## src/rtl/safety_pkg.sv

```systemverilog
// Shared definitions for the laser safety interlock: state encoding and fault bit map.
package safety_pkg;

  localparam int NUM_FAULTS_DEF = 5;

  localparam int FLT_PULSE_LO = 0;
  localparam int FLT_PULSE_HI = 1;
  localparam int FLT_RATE     = 2;
  localparam int FLT_PEAK     = 3;
  localparam int FLT_CW       = 4;

  typedef enum logic [1:0] {
    ST_INIT      = 2'd0,
    ST_ARMED     = 2'd1,
    ST_TRIPPED   = 2'd2,
    ST_HOLD_DONE = 2'd3
  } state_t;

endpackage

```

## src/rtl/safety_interlock_if.sv

```systemverilog
// Fault/control/status bundle between the register file side (master) and the interlock (slave).
interface safety_interlock_if #(
  parameter int NUM_FAULTS = 5,
  parameter int TS_WIDTH   = 32,
  parameter int CNT_WIDTH  = 8
);
  logic [NUM_FAULTS-1:0] fault_in;
  logic [NUM_FAULTS-1:0] fault_mask;
  logic                  laser_ready;
  logic                  clear_req;
  logic                  shutdown;
  logic                  arm_ok;
  logic                  clear_ack;
  logic [1:0]            state;
  logic [NUM_FAULTS-1:0] first_fault;
  logic [NUM_FAULTS-1:0] fault_sticky;
  logic [CNT_WIDTH-1:0]  trip_count;
  logic [TS_WIDTH-1:0]   trip_time;

  modport master (
    output fault_in, fault_mask, laser_ready, clear_req,
    input  shutdown, arm_ok, clear_ack, state, first_fault, fault_sticky, trip_count, trip_time
  );

  modport slave (
    input  fault_in, fault_mask, laser_ready, clear_req,
    output shutdown, arm_ok, clear_ack, state, first_fault, fault_sticky, trip_count, trip_time
  );
endinterface

```

## src/rtl/holdoff_timer.sv

```systemverilog
// Minimum shutdown hold-off: counter cleared by load, advanced by en, done at HOLDOFF_CYCLES-1.
module holdoff_timer #(
  parameter int HOLDOFF_CYCLES = 25000
) (
  input  logic clk,
  input  logic rstn,
  input  logic load,
  input  logic en,
  output logic done
);

  localparam int W = (HOLDOFF_CYCLES > 1) ? $clog2(HOLDOFF_CYCLES) : 1;
  localparam logic [W-1:0] TC = W'(HOLDOFF_CYCLES - 1);

  logic [W-1:0] cnt;

  always_ff @(posedge clk or negedge rstn) begin
    if (!rstn)             cnt <= '0;
    else if (load)         cnt <= '0;
    else if (en && !done)  cnt <= cnt + 1'b1;
  end

  assign done = (cnt == TC);

endmodule

```

## src/rtl/safety_interlock.sv

```systemverilog
// Fail-safe laser/TA shutdown: masks and combines fault flags, latches and timestamps the first
// trip, holds shutdown for a minimum time and re-arms only on an accepted host clear.
//
//   state      | meaning
//   INIT       | waiting for laser_ready with no unmasked fault; shutdown asserted
//   ARMED      | running; shutdown follows unmasked faults combinationally
//   TRIPPED    | fault captured; hold-off timer running, clears ignored
//   HOLD_DONE  | hold-off elapsed; clear edge with faults gone re-arms
module safety_interlock
  import safety_pkg::*;
#(
  parameter int NUM_FAULTS     = NUM_FAULTS_DEF,
  parameter int HOLDOFF_CYCLES = 25000,
  parameter int TS_WIDTH       = 32,
  parameter int CNT_WIDTH      = 8
) (
  input logic               clk,
  input logic               rstn,
  safety_interlock_if.slave bus
);

  state_t                state_q, state_nxt;
  logic                  clear_req_q;
  logic                  clear_ack_q;
  logic [TS_WIDTH-1:0]   ts;
  logic [NUM_FAULTS-1:0] first_fault_q;
  logic [NUM_FAULTS-1:0] sticky_q;
  logic [CNT_WIDTH-1:0]  trip_count_q;
  logic [TS_WIDTH-1:0]   trip_time_q;

  logic [NUM_FAULTS-1:0] act_vec;
  logic                  active;
  logic                  clr_edge;
  logic                  trip;
  logic                  accept;
  logic                  tmr_en;
  logic                  tmr_done;
  logic                  shutdown_c;

  assign act_vec  = bus.fault_in & ~bus.fault_mask;
  assign active   = |act_vec;
  assign clr_edge = bus.clear_req & ~clear_req_q;

  holdoff_timer #(.HOLDOFF_CYCLES(HOLDOFF_CYCLES)) u_holdoff (
    .clk  (clk),
    .rstn (rstn),
    .load (trip),
    .en   (tmr_en),
    .done (tmr_done)
  );

  always_comb begin
    state_nxt  = state_q;
    shutdown_c = 1'b1;
    trip       = 1'b0;
    accept     = 1'b0;
    tmr_en     = 1'b0;
    case (state_q)
      ST_INIT: begin
        if (bus.laser_ready && !active) state_nxt = ST_ARMED;
      end
      ST_ARMED: begin
        shutdown_c = active;
        if (active) begin
          state_nxt = ST_TRIPPED;
          trip      = 1'b1;
        end
      end
      ST_TRIPPED: begin
        tmr_en = 1'b1;
        if (tmr_done) state_nxt = ST_HOLD_DONE;
      end
      ST_HOLD_DONE: begin
        if (clr_edge && !active) begin
          state_nxt = ST_ARMED;
          accept    = 1'b1;
        end
      end
      default: state_nxt = ST_INIT;
    endcase
    // Loss of laser_ready overrides everything, including a coincident trip or clear.
    if (!bus.laser_ready) begin
      state_nxt = ST_INIT;
      trip      = 1'b0;
      accept    = 1'b0;
    end
  end

  always_ff @(posedge clk or negedge rstn) begin
    if (!rstn) begin
      state_q       <= ST_INIT;
      clear_req_q   <= 1'b0;
      clear_ack_q   <= 1'b0;
      ts            <= '0;
      first_fault_q <= '0;
      sticky_q      <= '0;
      trip_count_q  <= '0;
      trip_time_q   <= '0;
    end else begin
      state_q     <= state_nxt;
      clear_req_q <= bus.clear_req;
      clear_ack_q <= accept;
      ts          <= ts + 1'b1;
      if (trip) begin
        first_fault_q <= act_vec;
        trip_time_q   <= ts;
        if (trip_count_q != '1) trip_count_q <= trip_count_q + 1'b1;
      end
      if (accept)
        sticky_q <= '0;
      else if (trip || state_q == ST_TRIPPED || state_q == ST_HOLD_DONE)
        sticky_q <= sticky_q | act_vec;
    end
  end

  assign bus.shutdown     = shutdown_c;
  assign bus.arm_ok       = (state_q == ST_ARMED) && !active;
  assign bus.clear_ack    = clear_ack_q;
  assign bus.state        = state_q;
  assign bus.first_fault  = first_fault_q;
  assign bus.fault_sticky = sticky_q;
  assign bus.trip_count   = trip_count_q;
  assign bus.trip_time    = trip_time_q;

endmodule

```

## src/flat_wrapper.sv

```systemverilog
// flat-port wrapper written by rule: the top's interface ports become plain ports
module safety_interlock_flat import safety_pkg::*;
#(
  parameter int NUM_FAULTS     = NUM_FAULTS_DEF,
  parameter int HOLDOFF_CYCLES = 25000,
  parameter int TS_WIDTH       = 32,
  parameter int CNT_WIDTH      = 8
)
  (clk, rstn, bus_fault_in, bus_fault_mask, bus_laser_ready, bus_clear_req, bus_shutdown, bus_arm_ok, bus_clear_ack, bus_state, bus_first_fault, bus_fault_sticky, bus_trip_count, bus_trip_time);
  safety_interlock_if #(.NUM_FAULTS(NUM_FAULTS), .TS_WIDTH(TS_WIDTH), .CNT_WIDTH(CNT_WIDTH)) bus_i ();
  input logic clk;
  input logic rstn;
  input wire logic [$bits(bus_i.fault_in)-1:0] bus_fault_in;
  input wire logic [$bits(bus_i.fault_mask)-1:0] bus_fault_mask;
  input wire logic [$bits(bus_i.laser_ready)-1:0] bus_laser_ready;
  input wire logic [$bits(bus_i.clear_req)-1:0] bus_clear_req;
  output wire logic [$bits(bus_i.shutdown)-1:0] bus_shutdown;
  output wire logic [$bits(bus_i.arm_ok)-1:0] bus_arm_ok;
  output wire logic [$bits(bus_i.clear_ack)-1:0] bus_clear_ack;
  output wire logic [$bits(bus_i.state)-1:0] bus_state;
  output wire logic [$bits(bus_i.first_fault)-1:0] bus_first_fault;
  output wire logic [$bits(bus_i.fault_sticky)-1:0] bus_fault_sticky;
  output wire logic [$bits(bus_i.trip_count)-1:0] bus_trip_count;
  output wire logic [$bits(bus_i.trip_time)-1:0] bus_trip_time;
  assign bus_i.fault_in = bus_fault_in;
  assign bus_i.fault_mask = bus_fault_mask;
  assign bus_i.laser_ready = bus_laser_ready;
  assign bus_i.clear_req = bus_clear_req;
  assign bus_shutdown = bus_i.shutdown;
  assign bus_arm_ok = bus_i.arm_ok;
  assign bus_clear_ack = bus_i.clear_ack;
  assign bus_state = bus_i.state;
  assign bus_first_fault = bus_i.first_fault;
  assign bus_fault_sticky = bus_i.fault_sticky;
  assign bus_trip_count = bus_i.trip_count;
  assign bus_trip_time = bus_i.trip_time;
  safety_interlock #(.NUM_FAULTS(NUM_FAULTS), .HOLDOFF_CYCLES(HOLDOFF_CYCLES), .TS_WIDTH(TS_WIDTH), .CNT_WIDTH(CNT_WIDTH)) u_core (.clk(clk), .rstn(rstn), .bus(bus_i));
endmodule
```

## config.mk

```make
export PLATFORM = sky130hd
export DESIGN_NAME = safety_interlock_flat
export DESIGN_NICKNAME = d
export VERILOG_FILES = /design/src/rtl/safety_pkg.sv /design/src/rtl/safety_interlock_if.sv /design/src/rtl/holdoff_timer.sv /design/src/rtl/safety_interlock.sv /design/src/flat_wrapper.sv
export SDC_FILE = /design/constraint.sdc
export NUM_CORES = 1
export LEC_CHECK = 0
export CORE_AREA = 3 3 112 114
export CTS_CLUSTER_DIAMETER = 200
export DETAILED_ROUTE_END_ITERATION = 7
export DIE_AREA = 0 0 115 117
export GPL_TIMING_DRIVEN = 0
export PLACE_DENSITY = 0.7
export SLEW_MARGIN = 20
export SYNTH_ARGS = -nofsm -noshare
export SYNTH_HDL_FRONTEND = slang
export SYNTH_SLANG_ARGS = --single-unit
```

## constraint.sdc

```tcl
create_clock -name clk -period 4.6 [get_ports clk]
set_input_delay 1.15 -clock clk [delete_from_list [all_inputs] [get_ports clk]]
set_output_delay 1.15 -clock clk [all_outputs]
set_load 0.01 [all_outputs]
```

# == Word-level counts from Yosys, hierarchy flattened ==
# Index checks and enable logic that the tools add are counted.
# W data, S select, Z words.
# op_classes
add_sub_neg,3
eq_ne,9
mux,18
bitwise,5
reduce_logical,14
# ops
cell,n
$add A32 B1 Y32 const B,1
$mux W15,2
$add A15 B1 Y15 const B,1
$eq A15 B15 Y1 const B,1
$mux W2,5
$mux W5,2
$ne A3 B2 Y1 const B,3
$add A8 B1 Y8 const B,1
$mux W1,8
$ne A8 B8 Y1 const B,1
$pmux W2 S4,1
$and A5 B5 Y5,1
$not A5 Y5,1
$or A5 B5 Y5,1
$reduce_or A5 Y1,1
$eq A2 B2 Y1 const B,2
$logic_and A1 B1 Y1,4
$reduce_and A4 Y1,1
$reduce_bool A2 Y1,2
$ne A3 B3 Y1 const B,1
$eq A2 B1 Y1 const B,1
$logic_not A1 Y1,2
$logic_not A2 Y1,1
$logic_or A1 B1 Y1,2
3 further kinds,3
# word_totals
register_bits,101
elab_cells,58

# == Logic depth before layout (Yosys ltp) ==
# Gate-level depths: netlist of the first run.
# logic_depth
depth_word,10
depth_mapped,8

# == Cells and area by module ==
# From an unflattened synthesis of the first run, not the netlist that was laid out.
# hier_totals
hier_cells,444
hier_area_um2,4526.8
# modules_own_cells
module,instances,cells_each,area_each_um2,seq_area_each_um2
safety_interlock,1,364,3709.8,2152.1
holdoff_timer,1,80,817.0,375.4

# == Least setup slack after synthesis of the first run ==
# OpenSTA, ideal clock, no wires.
# synth_timing
kind,input-to-output
from,input port bus_fault_mask[4]
to,output port bus_arm_ok
t_arrival_ns,1.845
required_time_ns,3.450
setup_slack_ns,1.605
path_stages,4
n_path_buf,0
cell_sequence,nand2b_1 > and4_1 > nand3_1 > inv_1
# synth_between
elab_chain_cells,5
# synth_rtl
element,line_no,text
from (decl),flat_wrapper.sv:14,input wire logic [$bits(bus_i.fault_mask)-1:0] bus_fault_mask;
$not A5 Y5,safety_interlock.sv:40,assign act_vec = bus.fault_in & ~bus.fault_mask;
$and A5 B5 Y5,safety_interlock.sv:40,
$reduce_or A5 Y1,safety_interlock.sv:41,assign active = |act_vec;
$logic_not A1 Y1,safety_interlock.sv:117,assign bus.arm_ok = (state_q == ST_ARMED) && !active;
$logic_and A1 B1 Y1,safety_interlock.sv:117,
to (decl),flat_wrapper.sv:18,output wire logic [$bits(bus_i.arm_ok)-1:0] bus_arm_ok;
# Every way passes these cells.

# == Final worst setup path of the first run ==
# layout_timing
from,input port bus_fault_mask[2]
to,output port bus_arm_ok
# The elaborated chain is that of the path after synthesis.

==> results of run 1 <==
## cell type report
cell class	count	share of cell area (%)
clock inverter	6	0.968
multi-input combinational	310	31.9
clock buffer	10	4.12
buffer	11	0.878
inverter	10	0.676
timing repair buffer	69	12.8
sequential	101	45.5
tap	143	3.22
## worst min path at each step
stage                                               start                                    end  slack, ns  cells after the start
finish               u_core.bus.trip_time[16]$_DFFE_PN0P_   u_core.bus.trip_time[16]$_DFFE_PN0P_       0.48                      2
floorplan                         u_core.ts[31]$_DFF_PN0_                u_core.ts[31]$_DFF_PN0_       0.45                      1
global route         u_core.bus.trip_time[17]$_DFFE_PN0P_   u_core.bus.trip_time[17]$_DFFE_PN0P_       0.51                      2
detailed placement   u_core.bus.trip_time[27]$_DFFE_PN0P_   u_core.bus.trip_time[27]$_DFFE_PN0P_       0.47                      2
CTS                               u_core.ts[31]$_DFF_PN0_                u_core.ts[31]$_DFF_PN0_       0.48                      1
global placement    u_core.bus.first_fault[0]$_DFFE_PN0P_  u_core.bus.first_fault[0]$_DFFE_PN0P_       0.46                      2
## placed cells by master (no fill, tap or decap), drive strengths merged, types with 3 or more instances in the layout
cell type and n:
and4 6, inv 13, or3 3, xor2 13, dfrtp 101, a21oi 9
and3 5, buf 3, nor4 8, nor3 7, nand2b 6, o21ai 13
clkdlybuf4s50 67, clkbuf 20, nand3 19, mux2i 3, nand2 116, nor2 32
nand4 11, ha 8, xnor2 35
## power groups by stage
stage	clock network, mW	logic (mW)	registers (mW)
6_report	0.722	0.555	1.11
5_1_grt	0.782	0.621	1.13
4_1_cts	0.738	0.566	1.11
3_5_place_dp	0	0.562	1.13
3_3_place_gp	0	0.546	1.12
2_1_floorplan	0	0.245	1.15
## registers in the layout, summed over array words and instances (netlist names)
name and count:
u_core.bus.trip_time 32, u_core.ts 32, u_core.u_holdoff.cnt 15, u_core.bus.trip_count 8
u_core.bus.fault_sticky 5, u_core.bus.first_fault 5, u_core.bus.state 2, u_core.bus.clear_ack 1
u_core.clear_req_q 1
## cells by family (layout without fill, tap and decap cells)
kind of cell / count (synthesis) / count (layout) / share of synthesized area, %
multiplexers: 4 / 4 / 0.942
flip-flops: 101 / 101 / 57.6
AND/OR/NAND/NOR: 222 / 222 / 23.4
XOR/XNOR: 48 / 48 / 9.59
AO/OA/AOI/OAI: 28 / 28 / 4.20
adder cells (fa/ha/maj): 8 / 8 / 2.28
buffers and inverters: 21 / 106 / 1.97
## per-layer routing
| layer | global-route usage [%] | vias up | share of wire, % |
|---|---|---|---|
| met5 | 0 | - | 0 |
| met1 | 18.4 | 1548 | 46 |
| met2 | 23.9 | 65 | 48 |
| met3 | 2.62 | 13 | 3.7 |
| met4 | 5.32 | 0 | 1.8 |
| li1 | - | 1595 | - |
## metrics by stage
step / instances / setup TNS [ns] / cell area (um2) / setup WS, ns
after floorplan: 432 / 0 / 4380 / 1.60
after global placement: 643 / -135.09 / 5240 / -1.34
after detailed placement: 644 / 0 / 5270 / 0.600
after CTS: 660 / 0 / 5560 / 0.587
after global routing: 660 / 0 / 5560 / 0.476
final: 660 / 0 / 5560 / 0.585
## critical path, stage by stage
cell and delay [ns]:
clkdlybuf4s50_1 0.44, nand2b_1 0.20, and4_1 0.32, nand3_1 0.15
inv_1 0.08, clkdlybuf4s50_1 0.52
==> qor.yml, run 1 <==
cp.arrival_ns: 2.87
synth_seq_area_share_pct: 57.6
postSynth.asyncResetShare_pct: 100
period_needed_ns: 4.02
path_class: "input port to primary output"
r2r_slack_ns: 2.27
cts_sinks: 101
drc: 0
core_area_um2: 11500
slew_headroom_pct: 41.5
dr.pass1.iters: 4
vias_per_cell: 4.88
syn_nets: 454
ys_types: 35
htreeDepth: 3
syn_inst: 432
fmax_mhz: 249
cp_max_fo: 4
synth_warnings: 0
die_height_um: 117
cts-root-buf: "clkbuf_16"
internal-power_mw: 1.66
start_util_pct: 38.1
num_io_pins: 69
crit_end: "bus_arm_ok"
grt_pass1_vias: 3247
max-cap-violations: 0
postCtsHoldBufs: 0
vias: 3221
cp-start-kind: "input port"
worstMarginPinSlew_ns: 0.877
whs_ns: 0.478
period_share_pct: 87.3
p_per_area_nw_per_um2: 429
seqCellArea_um2: 2530
drv_slew: 0
rsz0062_at_grt: "false"
gr-total-overflow: 0
multi_input_area_um2: 1770
grt_max_degree: 77
hpwlAfterDp_um: 6640
fin_util_pct: 48.2
gp_congestion: 0.781
clk_path_buf_depth: 2
grt_pass1_wl_um: 15300
cts_tree: "done"
num_rows: 39
synth_area_leader_cell: "dfrtp_1"
syn_area_um2: 4380
die_width_um: 115
synth_edf_count: 0
setup_viol: 0
seqPwrFrac_pct: 46.4
die_area_um2: 13500
r2r_start: "u_core.bus.state[1]$_DFFE_PN0P_"
ir_drop_mv: 0.197
drtAntennaViolNets: 0
synth_area_leaders: "dfrtp_1, nand2_1, xnor2_1"
comb_power_share_pct: 23.3
drt_iter0_drc: 200
nFillCells: 1066
status: "complete, no violations"
yosys-top-cells-count: "nand2_1, dfrtp_1, xnor2_1"
clock_latency_ns: 0.35
antennaDiodeCount: 0
worstRegToRegCells: 6
cts_buffers: 9
yosysMostFrequentCell: "nand2_1"
io_buffers: 68
cts_resized: 0
hold_class: "flip-flop to flip-flop"
area_growth_pct: 26.7
endpoint_kind: "primary output"
drive_above_1_share_pct: 4.06
synth_flop_cell: "dfrtp_1"
critPathRequiredTime_ns: 3.45
routedWlPerCell_um: 14.0
crit_start: "bus_fault_mask[2]"
postSynthAreaPerCell_um2: 10.1
ys_ff_latch: 101
antenna_found_initial: 0
wirelength_um: 9220
r2r_end: "u_core.u_holdoff.cnt[5]$_DFFE_PN0P_"
switching_share_pct: 30.3
p_total_mw: 2.38
post_cts_buffers: 0
clk_pin_slew_ns: 0.08
p_switching_uw: 722
finalHoldViolCount: 0
final_nets: 534
netlist.area_leader.share_pct: 57.6
p_clk_share_pct: 30.3
power_leakage_nw: 2.52
grt.total_usage_pct: 14.2
skew_ns: 0.0107
Power figures use the tool's default switching activity.
==> run 2: changes to the inputs <==
- GPL_ROUTABILITY_DRIVEN: default -> 1
==> results of run 2 <==
No change in the layout: final DEF, timing and power equal those of run 1.
